`config.mk`:
```
export PLATFORM = sky130hd
export DESIGN_NAME = mtc_ppa_gnt_serializer
export DESIGN_NICKNAME = d
export VERILOG_FILES = /design/src/rtl/mtc_ppa_gnt_serializer.sv
export SDC_FILE = /design/constraint.sdc
export NUM_CORES = 1
export LEC_CHECK = 0
export ABC_AREA = 0
export CAP_MARGIN = 20
export CORE_ASPECT_RATIO = 1.25
export CORE_MARGIN = 2
export CORE_UTILIZATION = 51
export DETAILED_ROUTE_END_ITERATION = 7
export PLACE_DENSITY_LB_ADDON = 0.08
export SLEW_MARGIN = 10
export SYNTH_ARGS = -nofsm -noshare
export SYNTH_HDL_FRONTEND = slang
export SYNTH_SLANG_ARGS = --single-unit
```
`constraint.sdc`:
```
create_clock -name clk -period 3.2 [get_ports clk]
set_input_delay 0.8 -clock clk [delete_from_list [all_inputs] [get_ports clk]]
set_output_delay 0.8 -clock clk [all_outputs]
set_load 0.02 [all_outputs]
```
`src/rtl/mtc_ppa_gnt_serializer.sv`:
```
// mTC-PPA grant serializer: edge-detects AMOUNT_M nested thermometer masks into one-hot
// grants, buffers one beat of them and emits them one per handshake in priority order.

module mtc_ppa_gnt_layer_dec #(
  parameter int WIDTH_N = 10,
  parameter int IDX_W   = 4
) (
  input  logic [WIDTH_N-1:0] t,
  output logic [WIDTH_N-1:0] oh,
  output logic [IDX_W-1:0]   idx,
  output logic               any,
  output logic               bad_form
);
  logic prev;

  // Rising edge of the thermometer from the LSB marks the granted requester.
  always_comb begin
    oh   = '0;
    idx  = '0;
    prev = 1'b0;
    for (int j = 0; j < WIDTH_N; j++) begin
      oh[j] = t[j] & ~prev;
      prev  = t[j];
    end
    for (int j = 0; j < WIDTH_N; j++)
      if (oh[j]) idx = idx | IDX_W'(j);
  end

  // A set bit followed by a clear bit above it means the layer is not a thermometer.
  always_comb begin
    bad_form = 1'b0;
    for (int j = 0; j < WIDTH_N-1; j++)
      if (t[j] & ~t[j+1]) bad_form = 1'b1;
  end

  assign any = |oh;
endmodule

module mtc_ppa_gnt_serializer #(
  parameter int WIDTH_N  = 10,
  parameter int AMOUNT_M = 2,
  localparam int IDX_W   = (WIDTH_N > 1) ? $clog2(WIDTH_N) : 1
) (
  input  logic                              clk,
  input  logic                              reset,
  input  logic [AMOUNT_M-1:0][WIDTH_N-1:0]  mask_i,
  input  logic                              mask_vld_i,
  output logic                              mask_rdy_o,
  output logic [WIDTH_N-1:0]                gnt_o,
  output logic [IDX_W-1:0]                  gnt_idx_o,
  output logic                              gnt_last_o,
  output logic                              gnt_vld_o,
  input  logic                              gnt_rdy_i,
  output logic                              err_o
);
  localparam int CW = $clog2(AMOUNT_M+1);

  typedef enum logic {IDLE, SERVE} state_t;

  typedef struct packed {
    logic [WIDTH_N-1:0] oh;
    logic [IDX_W-1:0]   idx;
  } gnt_t;

  state_t state_q, state_d;

  logic [AMOUNT_M-1:0][WIDTH_N-1:0] dec_oh, slot_oh;
  logic [AMOUNT_M-1:0][IDX_W-1:0]   dec_idx, slot_idx;
  logic [AMOUNT_M-1:0]              dec_any, dec_bad;
  logic [CW-1:0]                    cnt_in, cnt_q, ptr_q;
  logic                             nest_bad, beat_bad;
  logic                             serve, last, gnt_done, accept;
  gnt_t                             cur;

  // Lane g decodes grant k=g+1, which lives in layer AMOUNT_M-k.
  for (genvar g = 0; g < AMOUNT_M; g++) begin : g_dec
    mtc_ppa_gnt_layer_dec #(.WIDTH_N(WIDTH_N), .IDX_W(IDX_W)) u_dec (
      .t        (mask_i[AMOUNT_M-1-g]),
      .oh       (dec_oh[g]),
      .idx      (dec_idx[g]),
      .any      (dec_any[g]),
      .bad_form (dec_bad[g])
    );
  end

  always_comb begin
    cnt_in = '0;
    for (int k = 0; k < AMOUNT_M; k++)
      cnt_in = cnt_in + CW'(dec_any[k]);
  end

  // Lower layers need more requests, so each must be a subset of the layer above it.
  always_comb begin
    nest_bad = 1'b0;
    for (int i = 0; i < AMOUNT_M-1; i++)
      if (|(mask_i[i] & ~mask_i[i+1])) nest_bad = 1'b1;
  end

  assign beat_bad = (|dec_bad) | nest_bad;

  always_comb begin
    cur = '0;
    for (int k = 0; k < AMOUNT_M; k++)
      if (ptr_q == CW'(k+1)) begin
        cur.oh  = slot_oh[k];
        cur.idx = slot_idx[k];
      end
  end

  assign serve      = (state_q == SERVE);
  assign last       = serve & (ptr_q == cnt_q);
  assign gnt_done   = serve & gnt_rdy_i & last;
  assign mask_rdy_o = ~serve | gnt_done;
  assign accept     = mask_vld_i & mask_rdy_o;

  always_ff @(posedge clk) begin
    if (reset) state_q <= IDLE;
    else       state_q <= state_d;
  end

  always_comb begin
    state_d = state_q;
    if (accept)        state_d = (cnt_in != '0) ? SERVE : IDLE;
    else if (gnt_done) state_d = IDLE;
  end

  always_comb begin
    gnt_vld_o  = serve;
    gnt_o      = serve ? cur.oh  : '0;
    gnt_idx_o  = serve ? cur.idx : '0;
    gnt_last_o = last;
  end

  always_ff @(posedge clk) begin
    if (reset) begin
      slot_oh  <= '0;
      slot_idx <= '0;
      cnt_q    <= '0;
      ptr_q    <= '0;
      err_o    <= 1'b0;
    end else begin
      if (accept) begin
        slot_oh  <= dec_oh;
        slot_idx <= dec_idx;
        cnt_q    <= cnt_in;
        ptr_q    <= (cnt_in != '0) ? CW'(1) : '0;
        if (beat_bad) err_o <= 1'b1;
      end else if (gnt_done) begin
        ptr_q <= '0;
      end else if (serve & gnt_rdy_i) begin
        ptr_q <= ptr_q + CW'(1);
      end
    end
  end
endmodule

```
Yosys cells after proc, flatten, opt, wreduce, memory -nomap -nowiden --
Cells that the tools add are included.
Operators by class: equal/unequal tests 3, add/subtract/negate cells 2, muxes and demuxes 48, bitwise logic cells 65, reduce and logical (&&, ||, !) cells 8
Operator list (count):
- AND 1 bit | 40
- OR reduction 10 bit | 3
- two-way mux 14 bit | 2
- two-way mux 1 bit | 25
- two-way mux 3 bit | 8
- NOT 1 bit | 21
- two-way mux 4 bit | 5
- two-way mux 2 bit | 7
- AND 10 bit | 1
- two-way mux 10 bit | 1
- NOT 10 bit | 1
- nonzero test 2 bit | 2
- nonzero test 3 bit | 1
- adder 1 x 1 -> 2 bit | 1
- adder 2 x 1 -> 2 bit (second input constant) | 1
- equality test 2 x 1 -> 1 bit (second input constant) | 1
- equality test 2 bit | 1
- equality test 2 bit (second input constant) | 1
- OR 1 bit | 2
- AND reduction 2 bit | 1
- OR reduction 2 bit | 1
Storage, ports and cells: word-level logic and storage cells 134, register bits 34, bits of input ports 24, output and inout bits 18

Longest topological paths before layout --
Gate-level depths: netlist (run 1).
depth in word-level cells 14, gate-level depth with buffers 10, mapped depth without buffers 9

Cells and area by module --
A second synthesis (run 1) with hierarchy kept.
Unflattened totals: cells, all modules 312, area total of the unflattened synthesis 2275.9 µm²
By module, submodules not included:
- mtc_ppa_gnt_serializer | sequential area each 680.7 µm², area each 1878.1 µm², instances 1, cells each 246
- mtc_ppa_gnt_layer_dec at g_dec[0].u_dec | sequential area each 0.0 µm², area each 206.4 µm², instances 1, cells each 35
- mtc_ppa_gnt_layer_dec at g_dec[1].u_dec | sequential area each 0.0 µm², area each 191.4 µm², instances 1, cells each 31

Worst setup path after synthesis (run 1) --
OpenSTA, ideal clock, no wires.
path kind input-to-reg, from in mask_i[4] (netlist bit), to reg ptr_q[0], setup time 0.133 ns, arrival 2.405 ns, data required time 3.067 ns, path buffers 0, setup slack 0.663 ns, stages 9, cells stage by stage nor2b_1 or4_4 or3_4 inv_2 ha_1 nand2b_1 a21oi_1 a31oi_1 a31oi_1
On the way: word-level cells in the longest chain between the ends 7, elaborated cells on any way between the ends 8, classes of those cells add/sub (1); mux (2); bitwise (3); reduce/logical (2)
Ends and longest elaborated chain:
- from (decl) | line 46 | input logic [AMOUNT_M-1:0][WIDTH_N-1:0] mask_i,
- NOT 1 bit | line 22 | oh[j] = t[j] & ~prev;
- AND 1 bit | line 22
- OR reduction 10 bit (*) | line 36 | assign any = |oh;
- adder 1 x 1 -> 2 bit (*) | line 89 | cnt_in = cnt_in + CW'(dec_any[k]);
- nonzero test 2 bit (*) | line 146 | ptr_q <= (cnt_in != '0) ? CW'(1) : '0;
- two-way mux 1 bit (*) | line 146
- two-way mux 2 bit (*) | line 142 | if (accept) begin
- to (signal assigned) | line 146
- to (signal assigned) | line 151 | ptr_q <= ptr_q + CW'(1);
- to (decl) | line 70 | logic [CW-1:0] cnt_in, cnt_q, ptr_q;
Mark *: on every way between the ends. The rest lies on a longest branch, timed or not. A chain may end at the register's enable or synchronous reset.

Final worst setup path (run 1) --
from reg ptr_q[0], to out gnt_o[2]
On the way: word-level cells in the longest chain between the ends 4, elaborated cells on any way between the ends 5, classes of those cells eq/ne (2); mux (3)
Ends and longest elaborated chain:
- equality test 2 x 1 -> 1 bit | line 104 | if (ptr_q == CW'(k+1)) begin
- two-way mux 14 bit | line 104
- two-way mux 14 bit (*) | line 104
- two-way mux 10 bit (*) | line 129 | gnt_o = serve ? cur.oh : '0;
- to (decl) | line 49 | output logic [WIDTH_N-1:0] gnt_o,
Marked as above.

==> out/metrics.csv, run 1 <==
stage,metric,value,unit
run_status,status,"finished, final reports clean",
floorplanning,core.rowCount,25,
routing,vias_per_cell,5.62,
grt,grt_overflow,0,
synthesis,yosys.area.top_type_share,0.341,
synthesis,yosysWarnings,0,
clock_network,clock-sinks,34,
power,power.switching,304,uW
final_layout,final_util,0.684,
critical_path,path_cells,inv_1 -> ha_2 -> nand2_1 -> o21ai_0 -> and2_1 -> clkdlybuf4s50_1,
synthesis,ys_types,47,
worst_hold_path,hold_class,reg -> reg,
power,p_leak,0.000977,uW
power,sw_frac_of_total,0.296,
synthesis,syn-num-nets,310,
timing,relSlewSlack,0.603,
clock_network,path_clk_slew,0.07,ns
timing,finalSetupTns,0,ns
synthesis,syn_avg_cell_area,7.08,um2
routing,drt_iter0_drc,158,
routing,drc,0,
critical_path,r2r_cells,4,
synthesis,ys_ff_latch,34,
final_layout,final_common_cell,nand2_1,
routing,avgRoutedWirePerCell,13.8,um
floorplanning,die-area,4430,um2
floorplanning,die_h,73.9,um
routing,drt-total-wl,5040,um
place,gp_congestion,0.945,
power,p_per_area,400,nW/um2
final_layout,syn2layout_area_growth,28.7,%
timing,period_minus_slack,3.00,ns
clock_network,worstSkewPairLatency,0.28,ns
clock_network,cts_buffer_depth,2,
floorplanning,io_pins,42,
critical_path,critPathArrivalTime,2.20,ns
synthesis,postSynthCellCount,282,
power,p_comb_frac,0.217,
final_layout,diodes,0,
critical_path,startpoint_type,register,
grt,grt_pass1_vias,1793,
grt,grtUsageTotal,0.241,
power,pwr-share-seq,0.459,
place,hpwl,3700,um
floorplanning,die_w,60.0,um
routing,dr.pass1.iters,4,
final_layout,fin_cells,365,
critical_path,timing.reg2reg.setup_slack,1.37,ns
critical_path,timing.rr.start,gnt_vld_o$_SDFFE_PP0P_,
critical_path,startpoint,ptr_q[0]$_SDFFE_PP0P_,
critical_path,cpPeakStageDelay,0.59,ns
grt,grt_start_max_net_pins,35,
final_layout,drive_above_1_share,0.0923,
grt,grt_antenna_before_repair,0,
routing,antenna_left,0,
timing,max_freq,333,MHz
timing,skew,0.00306,ns
routing,vias,2051,
power,clockPowerShare,0.324,
power,irDropWorstVdd,0.276,mV
synthesis,seq_area_frac_synth,0.341,
critical_path,cp_max_fo,28,
critical_path,cp_data_required_time,2.40,ns
final_layout,final_cell_mix,"nand2_1 (75), clkdlybuf4s50_1 (41), dfxtp_1 (34)",
clock_network,tritoncts,built,
synthesis,netlist_area,2000,um2
place,dp.cells,357,
timing,finalCritPeriodShare,0.938,
place,port_buffers,41,
timing,worst_pin_slew,0.595,ns
synthesis,synthTopCellsByArea,"dfxtp_1 (34%), nand2_1 (14%), a21oi_1 (7.0%), and2_1 (5.0%), o21ai_0 (4.0%)",
clock_network,cts_root_buf,clkbuf_8,
critical_path,endpoint,gnt_o[2],
critical_path,worstSetupPathType,reg -> out,
power,intPower,723,uW
clock_network,cts-htree-levels,2,
critical_path,reg2reg_to,slot_oh[17]$_SDFFE_PP0P_,
critical_path,crit_path_end_kind,output pin,
final_layout,final_nets,352,
timing,hold_viol_final,0,
clock_network,postCtsSetupRepairBufs,0,
timing,slew_viol_final,0,
timing,setup_viol,0,
clock_network,cts_inserted_buffers,5,
floorplanning,core,3750,um2
grt,grt_first_pass_wirelength,8210,um
critical_path,slowest_stage,clkdlybuf4s50_1,
run,cap_violations,0,
synthesis,synth_top_area_cell,dfxtp_1,
floorplanning,initial_core_util,0.532,
timing,rsz0062_at_grt,no,
-- state kept, by name, summed over array words and instances (netlist names) --
name,count
cnt_q,2
slot_oh,20
gnt_vld_o,1
ptr_q,2
slot_idx,8
err_o,1
-- logic make-up (layout without fill, tap and decap cells) --
kind of cell / count (synthesis) / in the layout / synth area share
DFF: 34 / 34 / 0.341
and+or+nand+nor: 142 / 142 / 0.337
adders and majority gates: 4 / 4 / 0.0251
muxes: 3 / 3 / 0.0150
buffers and inverters: 27 / 70 / 0.0558
xor gates and xnor gates: 2 / 2 / 0.00878
AOI/OAI and AO/OA: 70 / 70 / 0.218
-- critical path, delay by kind of cell, from the launching register on --
| kind | cells | cell delay, ns |
|---|---|---|
| and+or+nand+nor | 2 | 0.26 |
| buffers and inverters | 2 | 0.71 |
| adders and majority gates | 1 | 0.49 |
| DFF | 1 | 0.37 |
| AOI/OAI and AO/OA | 1 | 0.08 |
-- Yosys cell counts (all sizes together) --
| cell | number |
|---|---|
| nor2b | 8 |
| o41ai | 2 |
| ha | 4 |
| a31oi | 3 |
| nor4 | 1 |
| a211o | 1 |
| a22o | 1 |
| o21bai | 1 |
| and2b | 3 |
| a311oi | 1 |
| and3 | 1 |
| nand2 | 75 |
| nand4 | 2 |
| and2 | 16 |
| a21o | 1 |
| dfxtp | 34 |
| inv | 10 |
| nand4b | 1 |
| nor2 | 18 |
| or4 | 1 |
| a21oi | 28 |
| a31o | 1 |
| buf | 7 |
| a21boi | 4 |
| nand3 | 4 |
| o21ai | 16 |
| o22ai | 1 |
| a221oi | 1 |
| clkbuf | 10 |
| a222oi | 1 |
| mux2i | 3 |
| or2 | 1 |
| o32ai | 3 |
| nor3 | 4 |
| o2111a | 1 |
| or3 | 4 |
| nand2b | 2 |
| and4 | 1 |
| xnor2 | 2 |
| a211oi | 2 |
| a221o | 2 |
-- power by group through the flow --
stage	combinational (uW)	clock, uW	sequential (uW)
after global placement	217	0	480
after floorplan	132	0	476
after detailed placement	220	0	481
after global routing	243	353	475
after CTS	221	334	472
final	222	333	471
-- layout make-up --
cell class	count	area (um2)
Clock inverter	2	12.5
Multi-Input combinational cell	221	1210
Tap cell	40	50.0
Inverter	10	37.5
Timing Repair Buffer	52	493
Fill cell	338	1180
Sequential cell	34	681
Clock buffer	6	82.6
-- stage by stage --
stage                     area (um2)  setup WS (ns)  power, uW  hold WS, ns
after floorplan                 2000          0.663        608        0.432
after global placement          2470          0.129        698        0.443
after detailed placement        2470          0.113        701        0.447
after CTS                       2570          0.174       1030        0.457
after global routing            2570       0.000488       1070        0.476
final                           2570          0.199       1030        0.456
-- per-layer routing --
metal / GRT usage / wire [um] / vias up / part of all wire
met5: 0 / 0 / - / 0
met1: 0.315 / 2240 / 948 / 0.45
met3: 0.0487 / 215 / 9 / 0.043
met4: 0.0494 / 61 / 0 / 0.012
met2: 0.411 / 2520 / 53 / 0.50
li1: - / - / 1041 / -
-- how the worst min path moves through the flow --
stage	start	end	slack [ns]	cells after the start
6_report	slot_idx[2]$_SDFFE_PP0P_	slot_idx[2]$_SDFFE_PP0P_	0.46	2
2_1_floorplan	slot_oh[4]$_SDFFE_PP0P_	slot_oh[4]$_SDFFE_PP0P_	0.43	2
3_5_place_dp	slot_idx[2]$_SDFFE_PP0P_	slot_idx[2]$_SDFFE_PP0P_	0.45	2
3_3_place_gp	slot_idx[0]$_SDFFE_PP0P_	slot_idx[0]$_SDFFE_PP0P_	0.44	2
4_1_cts	slot_idx[2]$_SDFFE_PP0P_	slot_idx[2]$_SDFFE_PP0P_	0.46	2
5_1_grt	slot_idx[2]$_SDFFE_PP0P_	slot_idx[2]$_SDFFE_PP0P_	0.48	2
-- timing repair --
item / CTS / global route
endpoints found under the setup margin: 14 / 0
gates resized for setup: 1 / 0
hold buffers: 0 / 0
No activity file was read; power rests on OpenSTA's default activity.
==> run 2, diff against run 1 <==
--- a/config.mk
+++ b/config.mk
@@ -9,7 +9,7 @@
 export CAP_MARGIN = 20
 export CORE_ASPECT_RATIO = 1.25
 export CORE_MARGIN = 2
-export CORE_UTILIZATION = 51
+export CORE_UTILIZATION = 46
 export DETAILED_ROUTE_END_ITERATION = 7
 export PLACE_DENSITY_LB_ADDON = 0.08
 export SLEW_MARGIN = 10
==> constraint.sdc (replaced) <==
create_clock -name clk -period 2.68 [get_ports clk]
set_input_delay 0.67 -clock clk [delete_from_list [all_inputs] [get_ports clk]]
set_output_delay 0.67 -clock clk [all_outputs]
set_load 0.02 [all_outputs]
==> run 2 against run 1 <==
Net effect: combinational power increased by 40%; clock power increased by 74%; clock skew increased by 0.0019 ns; core utilization increased by 0.46 points; non-clock buffer count increased by 23; final cell count increased by 11%; first-iteration DRC count decreased by 2.5%.
==> out/metrics.csv, run 2 (synthesized netlist as in run 1, its figures left out) <==
stage,metric,value,unit,change
final_layout,max_flop_register,slot_oh,,unchanged
grt,grt_antenna_before_repair,0,,unchanged
critical_path,timing.rr.start,ptr_q[0]$_SDFFE_PP0P_,,was gnt_vld_o$_SDFFE_PP0P_
routing,drt-total-wl,5470,um,was 5040 um
floorplanning,die-area,4880,um2,was 4430 um2
critical_path,startpoint_type,input pin,,was register
grt,grt_start_max_net_pins,35,,unchanged
final_layout,final_common_cell,nand2_1,,unchanged
clock_network,tritoncts,built,,unchanged
grt,grt_first_pass_wirelength,9270,um,was 8210 um
routing,dr.pass1.iters,4,,unchanged
critical_path,timing.reg2reg.setup_slack,1.00,ns,was 1.37 ns
worst_hold_path,hold_class,reg -> reg,,unchanged
floorplanning,die_w,62.9,um,was 60.0 um
clock_network,cts_inserted_buffers,5,,unchanged
power,total_power,1450,uW,was 1030 uW
timing,relSlewSlack,0.763,,was 0.603
place,hpwl,4160,um,was 3700 um
critical_path,cp_max_fo,4,,was 28
clock_network,cts_root_buf,clkbuf_8,,unchanged
place,gp_congestion,0.919,,was 0.945
grt,grtUsageTotal,0.239,,was 0.241
final_layout,reg.largest.list,"slot_oh: 20 flops, slot_idx: 8 flops",,unchanged
routing,vias,2171,,"was 2,051"
timing,period_minus_slack,2.57,ns,
final_layout,diodes,0,,unchanged
routing,drc,0,,unchanged
floorplanning,core.rowCount,26,,was 25
timing,skew,0.00493,ns,was 0.00306 ns
routing,antenna_left,0,,unchanged
timing,finalCritPeriodShare,0.959,,
timing,rsz0062_at_grt,no,,unchanged
critical_path,cp_data_required_time,2.84,ns,was 2.40 ns
critical_path,reg2reg_to,slot_oh[13]$_SDFFE_PP0P_,,was slot_oh[17]$_SDFFE_PP0P_
final_layout,final_cell_mix,"nand2_1 (75), dfxtp_1 (34), buf_4 (31)",,"was nand2_1 (75), clkdlybuf4s50_1 (41), dfxtp_1 (34)"
timing,hold_viol_final,0,,unchanged
run_status,status,"finished, final reports clean",,unchanged
floorplanning,initial_core_util,0.483,,was 0.532
grt,grt_overflow,0,,unchanged
power,irDropWorstVdd,0.234,mV,was 0.276 mV
final_layout,drive_above_1_share,0.158,,was 0.0923
clock_network,cts-htree-levels,2,,unchanged
timing,slew_viol_final,0,,unchanged
critical_path,critPathArrivalTime,2.73,ns,was 2.20 ns
power,p_leak,0.00123,uW,was 0.000977 uW
clock_network,ctsHoldBuffers,0,,unchanged
final_layout,syn2layout_area_growth,42.6,%,was 28.7%
worst_hold_path,min-delay-start,slot_idx[4]$_SDFFE_PP0P_,,was slot_idx[2]$_SDFFE_PP0P_
timing,worst_pin_slew,0.356,ns,was 0.595 ns
run,cap_violations,0,,unchanged
critical_path,worstSetupPathType,in -> reg,,was reg -> out
final_layout,final_nets,375,,was 352
place,dp.cells,396,,was 357
floorplanning,core,4130,um2,was 3750 um2
critical_path,crit_path_end_kind,register,,was output pin
routing,drt_iter0_drc,154,,was 158
critical_path,r2r_cells,7,,was 4
place,post-place-ws,-0.315,ns,was 0.113 ns
timing,setup_slack,0.110,ns,was 0.199 ns
final_layout,largest_reg_flops,20,,unchanged
power,p_per_area,509,nW/um2,was 400 nW/um2
clock_network,cts_buffer_depth,2,,unchanged
clock_network,worstSkewPairLatency,0.29,ns,was 0.28 ns
final_layout,fin_cells,404,,was 365
worst_hold_path,min_to,slot_idx[4]$_SDFFE_PP0P_,,was slot_idx[2]$_SDFFE_PP0P_
clock_network,path_clk_slew,0.07,ns,about the same
place,port_buffers,41,,unchanged
floorplanning,die_h,77.6,um,was 73.9 um
timing,setup_viol,0,,unchanged
clock_network,clock-sinks,34,,unchanged
timing,max_freq,389,MHz,
floorplanning,io_pins,42,,unchanged
routing,avgRoutedWirePerCell,13.5,um,was 13.8 um
clock_network,postCtsSetupRepairBufs,0,,unchanged
grt,grt_pass1_vias,2032,,"was 1,793"
worst_hold_path,whs_path_depth,2,,unchanged
routing,vias_per_cell,5.37,,was 5.62
timing,finalSetupTns,0,ns,unchanged
## run 2: worst max-delay path by stage
stage | cells past startpoint | start | endpoint
2_1_floorplan | 9 | mask_i[4] | ptr_q[0]$_SDFFE_PP0P_
3_3_place_gp | 10 | mask_i[7] | ptr_q[0]$_SDFFE_PP0P_
3_5_place_dp | 10 | mask_i[4] | ptr_q[0]$_SDFFE_PP0P_
4_1_cts | 10 | mask_i[7] | ptr_q[0]$_SDFFE_PP0P_
5_1_grt | 6 | ptr_q[0]$_SDFFE_PP0P_ | gnt_idx_o[2]
6_report | 10 | mask_i[8] | ptr_q[0]$_SDFFE_PP0P_
## run 2: layout make-up
class                           instances  area, um2
Fill cell                             390       1280
Multi-Input combinational cell        221       1220
Timing Repair Buffer                   75        693
Sequential cell                        34        681
Clock buffer                            6       82.6
Tap cell                               56       70.1
Clock inverter                          2       60.1
Inverter                               10       37.5
## run 2: repair_timing
action,in CTS,in global routing
resized for setup,17,6
endpoints found under the setup margin,16,1
cloned,0,0
## run 2: layer usage
layer,wire [um],up-vias,global-route usage
met5,0,-,0
met4,153,0,0.111
li1,-,1093,-
met2,2760,72,0.410
met1,2300,989,0.289
met3,259,17,0.0420
## run 2: per-stage QoR
| stage | util | area (um2) | hold slack (ns) |
|---|---|---|---|
| 2_1_floorplan | - | 2000 | 0.432 |
| 3_3_place_gp | 0.654 | 2700 | 0.441 |
| 3_5_place_dp | 0.654 | 2700 | 0.446 |
| 4_1_cts | 0.684 | 2830 | 0.455 |
| 5_1_grt | 0.689 | 2850 | 0.470 |
| 6_report | 0.689 | 2850 | 0.455 |
## run 2: worst max-delay path, cell delays in order
cell,delay (ns)
clkdlybuf4s50_1,0.51
and2b_2,0.24
or2_2,0.28
or3_4,0.38
inv_2,0.07
ha_2,0.16
nand2b_4,0.12
a21oi_1,0.06
a31oi_1,0.15
a31oi_1,0.09
## run 2: power by group
part	switching (uW)	total, uW	leakage, uW	internal (uW)
registers	17.6	557	0.000279	539
logic	161	311	0.000881	149
clock network	184	581	0.0000714	397
